--- config.mk ---
export PLATFORM = sky130hd
export DESIGN_NAME = bp_fe_bp_bimodal_ctrl
export DESIGN_NICKNAME = d
export VERILOG_FILES = /design/src/rtl/bp_fe_bp_bimodal_ctrl.sv
export SDC_FILE = /design/constraint.sdc
export NUM_CORES = 1
export LEC_CHECK = 0
export ABC_AREA = 1
export CAP_MARGIN = 10
export CORE_AREA = 2 2 82 84
export CTS_BUF_LIST = sky130_fd_sc_hd__clkbuf_16
export DETAILED_ROUTE_END_ITERATION = 16
export DIE_AREA = 0 0 84 86
export PLACE_DENSITY = 0.79
export SLEW_MARGIN = 25
export SYNTH_ARGS = -nofsm -noshare
export SYNTH_HDL_FRONTEND = slang
export SYNTH_SLANG_ARGS = --single-unit
--- constraint.sdc ---
create_clock -name clk_i -period 2.7 [get_ports clk_i]
set_input_delay 0.405 -clock clk_i [delete_from_list [all_inputs] [get_ports clk_i]]
set_output_delay 0.405 -clock clk_i [all_outputs]
set_load 0.02 [all_outputs]
--- src/rtl/bp_fe_bp_bimodal_ctrl.sv ---
// Bimodal branch predictor front-end controller.
// Tracks in-flight branches in a small circular queue. Each fetch looks up
// the predictor and captures its answer one cycle later. Each in-order
// resolve pops the oldest entry and sends an update (index, correct) back
// to the predictor one cycle after the resolve.
//
// Handshakes: a fetch transfers when fetch_v_i && fetch_ready_o. A resolve
// transfers when resolve_v_i && resolve_ready_o && !flush_i. Both ready
// signals depend only on registered state, so a valid may wait on ready
// without a combinational loop. pred_v_o and w_v_o are single-cycle pulses
// with no backpressure.
//
// queue_depth_p must be a power of two and at least 2. The pointers rely on
// natural binary wrap. A depth of 1 would let the slot being captured alias
// the slot being allocated.
module bp_fe_bp_bimodal_ctrl #(
   parameter int vaddr_width_p   = 39,
   parameter int bht_idx_width_p = 9,
   parameter int pc_shift_p      = 2,
   parameter int queue_depth_p   = 4
) (
   input  logic                               clk_i,
   input  logic                               reset_n_i,
   // fetch lookup request
   input  logic                               fetch_v_i,
   input  logic [vaddr_width_p-1:0]           fetch_pc_i,
   output logic                               fetch_ready_o,
   // prediction returned to fetch
   output logic                               pred_v_o,
   output logic                               pred_taken_o,
   // in-order resolution of the oldest branch
   input  logic                               resolve_v_i,
   input  logic                               resolve_taken_i,
   output logic                               resolve_ready_o,
   // pipeline flush
   input  logic                               flush_i,
   // predictor read port
   output logic                               r_v_o,
   output logic [bht_idx_width_p-1:0]         idx_r_o,
   input  logic                               predict_i,
   // predictor update port
   output logic                               w_v_o,
   output logic [bht_idx_width_p-1:0]         idx_w_o,
   output logic                               correct_o,
   // occupancy
   output logic [$clog2(queue_depth_p):0]     count_o
);

   localparam int ptr_w_lp = $clog2(queue_depth_p);
   localparam int cnt_w_lp = ptr_w_lp + 1;
   localparam logic [cnt_w_lp-1:0] depth_lp = cnt_w_lp'(queue_depth_p);

   // queue pointers and occupancy
   logic [ptr_w_lp-1:0]        head_q, head_d;
   logic [ptr_w_lp-1:0]        tail_q, tail_d;
   logic [cnt_w_lp-1:0]        count_q, count_d;

   // per-entry storage: predictor index, captured prediction, capture flag
   logic [bht_idx_width_p-1:0] idx_mem_q [queue_depth_p];
   logic [bht_idx_width_p-1:0] idx_mem_d [queue_depth_p];
   logic [queue_depth_p-1:0]   pred_mem_q, pred_mem_d;
   logic [queue_depth_p-1:0]   cap_q, cap_d;

   // prediction pending from last cycle's accepted fetch
   logic                       pred_pend_q, pred_pend_d;
   logic [ptr_w_lp-1:0]        pred_slot_q, pred_slot_d;

   // registered update pulse to the predictor
   logic                       w_v_q, w_v_d;
   logic [bht_idx_width_p-1:0] w_idx_q, w_idx_d;
   logic                       w_correct_q, w_correct_d;

   logic                       fetch_acc;
   logic                       resolve_acc;
   logic                       unused_pc_bits;

   // PC bits outside the index window are not needed by the table
   assign unused_pc_bits = ^{fetch_pc_i[vaddr_width_p-1:pc_shift_p+bht_idx_width_p],
                             fetch_pc_i[pc_shift_p-1:0]};

   // Ready terms come from registered state only. A slot freed by this
   // cycle's resolve is therefore not visible to this cycle's fetch.
   assign fetch_ready_o   = (count_q < depth_lp);
   assign resolve_ready_o = (count_q != '0) & cap_q[head_q];

   assign fetch_acc   = fetch_v_i & fetch_ready_o;
   // a resolve arriving with a flush is dropped along with the queue
   assign resolve_acc = resolve_v_i & resolve_ready_o & ~flush_i;

   // predictor read happens in the accept cycle itself
   assign r_v_o   = fetch_acc;
   assign idx_r_o = fetch_pc_i[pc_shift_p+bht_idx_width_p-1:pc_shift_p];

   // prediction is forwarded straight from the predictor's read data
   assign pred_v_o     = pred_pend_q;
   assign pred_taken_o = pred_pend_q & predict_i;

   assign w_v_o     = w_v_q;
   assign idx_w_o   = w_idx_q;
   assign correct_o = w_correct_q;
   assign count_o   = count_q;

   // next-state for queue pointers, occupancy and entry storage
   always_comb begin
      head_d     = head_q;
      tail_d     = tail_q;
      count_d    = count_q;
      idx_mem_d  = idx_mem_q;
      pred_mem_d = pred_mem_q;
      cap_d      = cap_q;
      if (flush_i) begin
         // everything in flight is dropped, including a fetch accepted now
         head_d  = '0;
         tail_d  = '0;
         count_d = '0;
         cap_d   = '0;
      end else begin
         // The capture slot is never the tail (depth >= 2) and never the
         // head being popped (that one is already captured).
         if (pred_pend_q) begin
            cap_d[pred_slot_q]      = 1'b1;
            pred_mem_d[pred_slot_q] = predict_i;
         end
         if (fetch_acc) begin
            idx_mem_d[tail_q] = idx_r_o;
            cap_d[tail_q]     = 1'b0;
            tail_d            = tail_q + ptr_w_lp'(1);
         end
         if (resolve_acc) begin
            cap_d[head_q] = 1'b0;
            head_d        = head_q + ptr_w_lp'(1);
         end
         count_d = count_q + cnt_w_lp'(fetch_acc) - cnt_w_lp'(resolve_acc);
      end
   end

   // next-state for the prediction return and the update pulse
   always_comb begin
      // a fetch accepted in a flush cycle never produces a prediction
      pred_pend_d = fetch_acc & ~flush_i;
      pred_slot_d = tail_q;
      // an update from an earlier resolve still goes out during a flush
      w_v_d       = resolve_acc;
      w_idx_d     = resolve_acc ? idx_mem_q[head_q] : '0;
      w_correct_d = resolve_acc & (pred_mem_q[head_q] == resolve_taken_i);
   end

   // queue state registers
   always_ff @(posedge clk_i or negedge reset_n_i) begin
      if (!reset_n_i) begin
         head_q     <= '0;
         tail_q     <= '0;
         count_q    <= '0;
         pred_mem_q <= '0;
         cap_q      <= '0;
         for (int i = 0; i < queue_depth_p; i++) begin
            idx_mem_q[i] <= '0;
         end
      end else begin
         head_q     <= head_d;
         tail_q     <= tail_d;
         count_q    <= count_d;
         pred_mem_q <= pred_mem_d;
         cap_q      <= cap_d;
         idx_mem_q  <= idx_mem_d;
      end
   end

   // prediction and update pipeline registers
   always_ff @(posedge clk_i or negedge reset_n_i) begin
      if (!reset_n_i) begin
         pred_pend_q <= 1'b0;
         pred_slot_q <= '0;
         w_v_q       <= 1'b0;
         w_idx_q     <= '0;
         w_correct_q <= 1'b0;
      end else begin
         pred_pend_q <= pred_pend_d;
         pred_slot_q <= pred_slot_d;
         w_v_q       <= w_v_d;
         w_idx_q     <= w_idx_d;
         w_correct_q <= w_correct_d;
      end
   end

endmodule

==> results.md, run 1 <==
- Status: finished clean
- Pin count of the biggest net entering global routing: 26
- Synth Area in Simple Gates: 0.192
- Max-Cap Viols: 0
- Reg power frac: 0.425
- Clk_skew: 0.00536 ns
- Setup TNS Final: 0 ns
- Synth area leaders: dfrtp_1 53%, o21ai_0 8.3%, nand2_1 6.9%
- Slew @ Worst Pin: 0.531 ns
- Routability Congestion: 0.857
- PortBufs: 43
- Fill count: 508
- Critical-path cell list: inv_4 > nand2_2 > nand3_2 > a21boi_0 > clkdlybuf4s50_1
- Crit Path Category: reg -> out
- Adder-cell share of the synthesized area: 0.0470
- WL/cell: 13.6 um
- # rows: 29
- Final worst-path setup slack: 0.406 ns
- ANT cells: 0
- H-tree levels: 3
- Fmax: 0.436 GHz
- Proportion of synthesized area in mux cells: 0
- Syn Nets: 400
- RSZ-0062 raised after global routing: no
- Design Area, Final: 0.00379 mm^2
- Pins Over Slew Limit: 0
- Setup slack after placement: 0.227 ns
- Root Driver: clkbuf_16
- CP Capture Type: primary output
- CP required: 2.30 ns
- Switching pwr: 1.06 mW
- DRC errors left: 0
- Share of cells above drive strength 1: 0.0954
- Slowest-stage cell, CP: clkdlybuf4s50_1
- Mapped cell area: 0.00309 mm^2
- Die Footprint: 0.00722 mm^2
- First-pass GRT wire length: 11100 um
- CTS sink cnt: 65
- Share of total power in combinational logic: 0.244
- WP buf/inv: 2
- Global-route usage over all layers: 0.198
- Total power: 3.36 mW
- Tcrit/Tclk final: 0.850
- Core area: 0.00628 mm^2
- Area leader, netlist: dfrtp_1
- Final setup fails: 0
- Vias in the first global route: 2375
- Pleak: 1.82 nW
- Post-Route WL: 6330 um
- DR vias/cell: 5.11
- Clock Path Buffers: 2
- WP data arrival: 1.89 ns
- Total gr overflow: 0
- Number of antenna violations at the first check in global routing: 0
- Final cell count without fillers: 465
- Placed Area: 0.00350 mm^2
- Int Pwr: 2.31 mW
- Post-CTS setup buffer count: 0
- Syn_area_per_cell: 9.01 um^2
- Crit path max-delay family: buffers and inverters
- Sw Share: 0.315
- Drt initial violations: 133
- Antenna Nets Post-Route: 0
- CTS Buf Count: 9
- Post-CTS resize count: 0
- Main combinational cell family by area after synthesis: simple AND/OR/NAND/NOR gates
- Hold_buf cts: 0
- TritonCTS clock tree: done
- Synth Area in Compound Gates: 0.128
- Routed via count: 2374
- Placed Cells: 449
- Crit path time final: 2.29 ns
- Die W: 84 um
- CP peak stage delay: 0.63 ns
- Seq/Total Area, Yosys: 0.527
- Critical path peak fanout: 13
- CTS clk-pin slew, worst paths: 0.05 ns
- Top-area cell type share of the netlist area: 0.527
- Die height: 86 um
- Hold WC Path Type: in -> async
- Post-synth EDFFs: 0
- Nets: 440
- Worst IR Drop VDD: 0.565 mV
- Ys flop type: dfrtp_1
- Setup crit start kind: flip-flop
- Area Growth Syn to Fin: 22.8%
- Clock power share: 0.331
- Core Util, Final: 0.604
- 1st-pass router iterations: 4
- Synth Register Bits: 65
- Ys Warns: 0
- Starting Density: 0.492
- Final hold vios: 0
- Hold slack: 0.0560 ns
- Count of different cell masters after synthesis: 29
- Max-slew headroom: 0.646
- IO Count: 74
- Clk_lat worst skew: 0.33 ns
- Post-Syn Instances: 343
- Synth Area in XOR/XNOR: 0.00851
- Async set or reset register ratio after synthesis: 1.00
- HPWL Detailed: 4200 um
- Pwr Density: 887 mW/mm^2
[layer usage]
layer,track usage,share of wire,vias to the layer above
met3,0.0577,0.050,12
met2,0.333,0.49,64
li1,-,-,1170
met1,0.241,0.43,1128
met5,0,0,-
met4,0.0777,0.021,0
[worst reg2reg max path, cell delays in order, from the launching register on]
cell     delay (ns)
dfrtp_1        0.47
inv_4          0.12
nand2_2        0.09
nand3_2        0.08
nand2_2        0.10
nand4_4        0.08
inv_1          0.11
ha_1           0.23
inv_1          0.06
ha_1           0.13
inv_1          0.05
fa_1           0.39
xor2_1         0.17
nor2_1         0.05
[state kept, by name, summed over array words and instances (netlist names)]
signal,cells
cap_q,4
count_o,3
correct_o,1
pred_slot_q,2
idx_w_o,9
head_q,2
w_v_o,1
pred_mem_q,4
idx_mem_q,36
pred_slot_d,2
pred_v_o,1
[Yosys cell counts (all sizes together) (2+ instances only)]
| cell type | instances |
|---|---|
| o21ai | 58 |
| nor2 | 53 |
| buf | 20 |
| nand3 | 12 |
| inv | 35 |
| o31ai | 2 |
| clkbuf | 2 |
| a31oi | 2 |
| ha | 10 |
| xnor2 | 2 |
| nand2 | 64 |
| a21oi | 11 |
| dfrtp | 65 |
[cell families (layout without fill, tap and decap cells)]
| kind of cell | Yosys count | in the layout |
|---|---|---|
| AOI/OAI and AO/OA | 76 | 76 |
| xor gates and xnor gates | 3 | 3 |
| adders and majority gates | 11 | 11 |
| buffers and inverters | 57 | 102 |
| DFF | 65 | 65 |
| and+or+nand+nor | 131 | 131 |
[final cells by class]
cell class,count,area (um^2),area share
sequential,65,1630,0.429
clock inverter,7,62.6,0.0165
clock buffer,9,225,0.0594
tap,77,96.3,0.0254
timing repair buffer,51,485,0.128
inverter,35,134,0.0353
multi-input combinational,221,1160,0.306
[power by group through the flow]
stage	registers [mW]	clock network [mW]	logic [mW]
after floorplan	1.42	0	0.580
after global placement	1.42	0	0.783
after detailed placement	1.44	0	0.816
after CTS	1.43	1.12	0.830
after global routing	1.46	1.16	0.962
final	1.43	1.11	0.820
[cell usage in the layout, fill, tap and decap left out, types with 5 or more instances in the layout]
master / Yosys / routed
nand3_1: 10 / 10
nand2_1: 57 / 57
clkdlybuf4s50_1: 0 / 42
buf_4: 11 / 8
a21oi_1: 11 / 11
inv_1: 32 / 33
ha_1: 10 / 10
o21ai_0: 51 / 51
nor2_1: 52 / 52
o21ai_1: 7 / 7
nand2_4: 5 / 5
dfrtp_1: 65 / 65
clkbuf_16: 0 / 9
[path summary, 6_finish.rpt]
kind / from / cells past startpoint / slack, ns / end
min reg2reg: pred_slot_d[1] / 0 / 0.47 / pred_slot_q[1]
min in group clk_i: pred_slot_d[1] / 0 / 0.47 / pred_slot_q[1]
min: reset_n_i / 1 / 0.06 / pred_slot_q[0]
max: head_q[0] / 5 / 0.41 / resolve_ready_o
max reg2reg: head_q[0] / 13 / 0.48 / count_o[2]
max in group asynchronous: reset_n_i / 2 / 1.96 / idx_mem_q[0]
Note: power is estimated with default switching activity, not from simulation.
==> run 2: changes to the inputs <==
--- a/config.mk
+++ b/config.mk
@@ -7,11 +7,11 @@
 export LEC_CHECK = 0
 export ABC_AREA = 1
 export CAP_MARGIN = 10
-export CORE_AREA = 2 2 82 84
+export CORE_AREA = 2 2 86 88
 export CTS_BUF_LIST = sky130_fd_sc_hd__clkbuf_16
 export DETAILED_ROUTE_END_ITERATION = 16
-export DIE_AREA = 0 0 84 86
-export PLACE_DENSITY = 0.79
+export DIE_AREA = 0 0 88 90
+export PLACE_DENSITY = 0.75
 export SLEW_MARGIN = 25
 export SYNTH_ARGS = -nofsm -noshare
 export SYNTH_HDL_FRONTEND = slang
==> constraint.sdc (replaced) <==
create_clock -name clk_i -period 2.1 [get_ports clk_i]
set_input_delay 0.315 -clock clk_i [delete_from_list [all_inputs] [get_ports clk_i]]
set_output_delay 0.315 -clock clk_i [all_outputs]
set_load 0.02 [all_outputs]
==> run 2 against run 1 <==
Via count rose by 0.84%. Critical path depth is 7 higher. Sequential share of layout area down 1.1 points. Cell count is 6.0% higher. Register-to-register slack got worse by 0.36 ns. First-iteration DRC count rose by 20%. Combinational power is 35% higher. Total power rose by 26%. Global-route usage decreased by 1.8 points. Design area grew 2.8%. Flip-flop and latch count stayed put. Worst setup slack worse by 0.29 ns. Largest cell class unchanged. Highest routed layer unchanged.
==> results.md, run 2 (synthesis gave the netlist of run 1 again) <==
- RSZ-0062 raised after global routing: no
- Pin count of the biggest net entering global routing: 43
- HPWL Detailed: 4150 um
- Design Area, Final: 0.00390 mm^2
- Clock power share: 0.308
- Setup crit start kind: flip-flop
- Critical Path Stages: 12
- Antenna Nets Post-Route: 0
- Reg2Reg Depth: 12
- Drt initial violations: 159
- Crit Path Category: reg -> reg
- CTS Buf Count: 9
- Hold slack: 0.464 ns
- IO Count: 74
- Crit path max-delay family: adder cells
- Number of antenna violations at the first check in global routing: 0
- Switching pwr: 1.35 mW
- Total power: 4.23 mW
- PortBufs: 43
- CTS clk-pin slew, worst paths: 0.05 ns
- Crit path time final: 1.98 ns
- DR vias/cell: 4.86
- Hold Crit Depth: 0
- Reg power frac: 0.430
- Sw Share: 0.319
- WL/cell: 12.8 um
- Pins Over Slew Limit: 0
- Critical path peak fanout: 7
- Worst IR Drop VDD: 0.430 mV
- Die Footprint: 0.00792 mm^2
- Routed via count: 2394
- Critical-path cell list: inv_4 > nand2_2 > nand3_2 > nand2_2 > nand4_4 > inv_4 > ha_4 > inv_2 > ha_4 > inv_2 > fa_2 > nor2_1
- Final setup fails: 0
- CP peak stage delay: 0.50 ns
- WP buf/inv: 4
- Pleak: 1.85 nW
- # rows: 31
- Die height: 90 um
- Core area: 0.00702 mm^2
- Slowest-stage cell, CP: fa_2
- TritonCTS clock tree: done
- Fmax: 0.504 GHz
- Final hold vios: 0
- H-tree levels: 3
- Post-Route WL: 6330 um
- Hold WC Path Type: reg -> reg
- CTS sink cnt: 65
- First-pass GRT wire length: 10900 um
- Setup TNS Final: 0 ns
- Share of cells above drive strength 1: 0.129
- Fill count: 626
- Status: finished clean
- Most frequent cells in the layout: 64 x dfrtp_1, 54 x nand2_1, 52 x nor2_1, 51 x o21ai_0, 40 x clkdlybuf4s50_1
- DRC errors left: 0
- Int Pwr: 2.88 mW
- Global-route usage over all layers: 0.180
- Biggest register: idx_mem_q
- Area Growth Syn to Fin: 26.2%
- Total gr overflow: 0
- Max-slew headroom: 0.630
- Clk_skew: 0.00631 ns
- CP Capture Type: flip-flop
- Die W: 88 um
- Share of total power in combinational logic: 0.263
- Placed Area: 0.00362 mm^2
- 1st-pass router iterations: 4
- Pwr Density: 1090 mW/mm^2
- Root Driver: clkbuf_16
- WP data arrival: 2.20 ns
- Largest register FFs: 36
- Starting Density: 0.440
- ANT cells: 0
- Max-Cap Viols: 0
- Commonest non-fill, non-tap cell in the layout: dfrtp_1
- Final cell count without fillers: 493
- Placed Cells: 476
- Routability Congestion: 0.799
- Slew @ Worst Pin: 0.555 ns
- CP required: 2.31 ns
- Clk_lat worst skew: 0.33 ns
- Clock Path Buffers: 2
- Nets: 446
- Tcrit/Tclk final: 0.945
- Vias in the first global route: 2338
==> run 2: changes by cell type in the layout (fill, tap and decap cells not counted), sizes merged <==
cell	delta
buf	+5
bufinv	-1
clkdlybuf4s50	-2
dlygate4sd2	+1
dlygate4sd3	+1
dlymetal6s2s	+1
inv	+1
==> run 2: final cells by class <==
cell class | count | area (um^2) | area share
sequential | 65 | 1630 | 0.418
multi-input combinational | 221 | 1200 | 0.307
timing repair buffer | 57 | 547 | 0.140
clock buffer | 9 | 225 | 0.0578
inverter | 35 | 136 | 0.0350
tap | 99 | 124 | 0.0318
clock inverter | 7 | 40.0 | 0.0103
==> run 2: stage by stage <==
step	setup WS (ns)	util
after global routing	0.00833	0.555
final	0.116	0.555
after floorplan	-0.0117	-
after CTS	0.0147	0.555
after global placement	-0.00148	0.516
after detailed placement	-0.0100	0.516
==> run 2: metal layers <==
metal | share of wire | vias to the layer above | global-route usage
li1 | - | 1191 | -
met1 | 0.45 | 1146 | 0.227
met2 | 0.50 | 46 | 0.294
met3 | 0.031 | 11 | 0.0340
met4 | 0.021 | 0 | 0.0833
met5 | 0 | - | 0
==> run 2: worst paths after layout <==
kind | slack, ns | from | end
worst min-delay path | 0.46 | pred_slot_d[1] | pred_slot_q[1]
worst min register to register | 0.46 | pred_slot_d[1] | pred_slot_q[1]
worst max register to register | 0.12 | head_q[0] | count_o[1]
worst max-delay path | 0.12 | head_q[0] | count_o[1]
min in group asynchronous | 0.52 | reset_n_i | count_o[2]
max in group asynchronous | 0.97 | reset_n_i | head_q[0]
==> run 2: power by group through the flow <==
stage,Sequential [mW],Clock [mW],Combinational (mW)
global route,1.87,1.38,1.30
CTS,1.82,1.33,1.13
global placement,1.82,0,1.08
finish,1.82,1.30,1.11
detailed placement,1.83,0,1.12
floorplan,1.83,0,0.770
==> run 2: repair_timing <==
item	in CTS	in global routing
hold buffers	1	0
endpoints found under the hold margin	23	0
buffers inserted	0	0
pin swaps	0	0
gates resized for setup	2	1
endpoints found under the setup margin	1	1
==> run 3: changes to the inputs <==
--- a/config.mk
+++ b/config.mk
@@ -11,7 +11,7 @@
 export CTS_BUF_LIST = sky130_fd_sc_hd__clkbuf_16
 export DETAILED_ROUTE_END_ITERATION = 16
 export DIE_AREA = 0 0 88 90
-export PLACE_DENSITY = 0.75
+export PLACE_DENSITY = 0.84
 export SLEW_MARGIN = 25
 export SYNTH_ARGS = -nofsm -noshare
 export SYNTH_HDL_FRONTEND = slang
==> constraint.sdc (replaced) <==
create_clock -name clk_i -period 1.7 [get_ports clk_i]
set_input_delay 0.255 -clock clk_i [delete_from_list [all_inputs] [get_ports clk_i]]
set_output_delay 0.255 -clock clk_i [all_outputs]
set_load 0.02 [all_outputs]
==> run 3 against run 2 <==
The flow now finishes with violations (negative setup slack). Worst setup slack worse by 0.35 ns. Critical path depth stayed put. Utilization is 2.5 points higher. Critical path type unchanged. Largest cell class unchanged. Largest power group unchanged.
==> results.md, run 3 (synthesis gave the netlist of run 1 again) <==
- Status: finished, violations left
- Failing checks: negative setup slack
- Met1 Track Usage GR: 0.257
- CP required: 1.92 ns
- Tcrit/Tclk final: 1.14
- Root Driver: clkbuf_16
- WL/cell: 15.1 um
- Clk_lat worst skew: 0.33 ns
- CTS clk-pin slew, worst paths: 0.06 ns
- CP peak stage delay: 0.50 ns
- First-pass GRT wire length: 12800 um
- Critical-path cell list: inv_4 > nand2_4 > nand3_4 > nand2_4 > nand4_4 > inv_4 > ha_4 > inv_2 > ha_4 > inv_2 > fa_2 > nor2_1
- Post-Route WL: 7660 um
- Final cell count without fillers: 506
- Critical path peak fanout: 5
- Fill count: 554
- GR Layer Usage met3: 0.0413
- Setup crit start kind: flip-flop
- Max-slew headroom: 0.619
- Slowest-stage cell, CP: fa_2
- Nets: 459
- HPWL Detailed: 4700 um
- Core Util, Final: 0.580
- Hold WC Path Type: reg -> reg
- Met2 GRT Util: 0.362
- Slew @ Worst Pin: 0.572 ns
- Pleak: 1.96 nW
- Commonest non-fill, non-tap cell in the layout: dfrtp_1
- IO Count: 74
- Antenna Nets Post-Route: 0
- Most frequent cells in the layout: 63 x dfrtp_1, 53 x nand2_1, 51 x nor2_1, 51 x o21ai_0, 36 x clkdlybuf4s50_1
- WP buf/inv: 4
- Die Footprint: 0.00792 mm^2
- Pins Over Slew Limit: 0
- DR vias/cell: 5.14
- Placed Cells: 485
- Crit path max-delay family: adder cells
- Largest register FFs: 36
- Biggest register: idx_mem_q
- Final worst-path setup slack: -0.230 ns
- Die height: 90 um
- CTS Buf Count: 9
- Crit path time final: 1.93 ns
- Clock Path Buffers: 2
- Vias in the first global route: 2622
- Pin count of the biggest net entering global routing: 31
- TritonCTS clock tree: done
- Final hold vios: 0
- Number of antenna violations at the first check in global routing: 0
- Total gr overflow: 0
- CP Capture Type: flip-flop
- H-tree levels: 3
- Clk_skew: 0.00505 ns
- PortBufs: 43
- Worst IR Drop VDD: 0.623 mV
- Pwr Density: 1420 mW/mm^2
- CTS sink cnt: 65
- Crit Path Category: reg -> reg
- DRC errors left: 0
- Routed via count: 2602
- Drt initial violations: 336
- Final setup fails: 3
- Fmax: 0.518 GHz
- Max-Cap Viols: 0
- Core area: 0.00702 mm^2
- # rows: 31
- Area Growth Syn to Fin: 31.8%
- 1st-pass router iterations: 5
- Setup TNS Final: -0.466 ns
- Routability Congestion: 0.770
- Die W: 88 um
- Global-route usage over all layers: 0.209
- Most Crowded Layer GR: met2
- Share of cells above drive strength 1: 0.174
- WP data arrival: 2.15 ns
- RSZ-0062 raised after global routing: yes
- ANT cells: 0
- Starting Density: 0.440
-- run 3: final timing paths --
kind / slack (ns) / cells past startpoint / endpoint / startpoint
worst min register to register: 0.46 / 0 / pred_slot_q[0] / pred_slot_d[0]
worst max register to register: -0.23 / 12 / count_o[1] / head_q[0]
worst min-delay path: 0.46 / 0 / pred_slot_q[0] / pred_slot_d[0]
worst max-delay path: -0.23 / 12 / count_o[1] / head_q[0]
min in group asynchronous: 0.47 / 2 / idx_w_o[4] / reset_n_i
max in group asynchronous: 0.62 / 3 / idx_w_o[0] / reset_n_i
-- run 3: power breakdown --
part / leakage [nW] / internal [mW] / total (mW) / switching [mW]
Combinational: 0.952 / 0.649 / 1.53 / 0.883
Clock: 0.153 / 1.28 / 1.97 / 0.691
Sequential: 0.856 / 2.00 / 2.29 / 0.285
Total: 1.96 / 3.93 / 5.79 / 1.86
-- run 3: metrics by stage --
stage	hold WS [ns]	instance area (um^2)	setup WS, ns	power, mW
global placement	0.271	3690	-0.374	3.65
finish	0.463	4070	-0.230	5.79
detailed placement	0.273	3690	-0.385	3.75
CTS	0.466	4030	-0.255	5.77
global route	0.492	4070	-0.293	6.11
floorplan	-0.0406	3130	-0.412	3.21
-- run 3: worst reg2reg max path, stage by stage, from the launching register on --
cell	delay, ns
dfrtp_2	0.42
inv_4	0.07
nand2_4	0.07
nand3_4	0.08
nand2_4	0.09
nand4_4	0.09
inv_4	0.08
ha_4	0.19
inv_2	0.06
ha_4	0.11
inv_2	0.03
fa_2	0.50
nor2_1	0.04
-- run 3: what timing repair did --
item	in CTS	in global routing
pin swaps	2	1
endpoints found under the setup margin	6	6
gates resized for setup	10	11
hold buffers	1	0
buffers inserted	2	2
endpoints found under the hold margin	22	0
-- run 3: layout make-up --
type | count | area (um^2) | share of cell area
Sequential cell | 65 | 1630 | 0.400
Multi-Input combinational cell | 221 | 1220 | 0.300
Timing Repair Buffer | 70 | 643 | 0.158
Clock buffer | 9 | 225 | 0.0553
Inverter | 35 | 136 | 0.0335
Tap cell | 99 | 124 | 0.0304
Clock inverter | 7 | 93.8 | 0.0230
-- run 3: routing by layer --
layer,vias up,share of wire
met5,-,0
met4,0,0.023
met3,19,0.053
met2,108,0.53
met1,1270,0.40
li1,1205,-
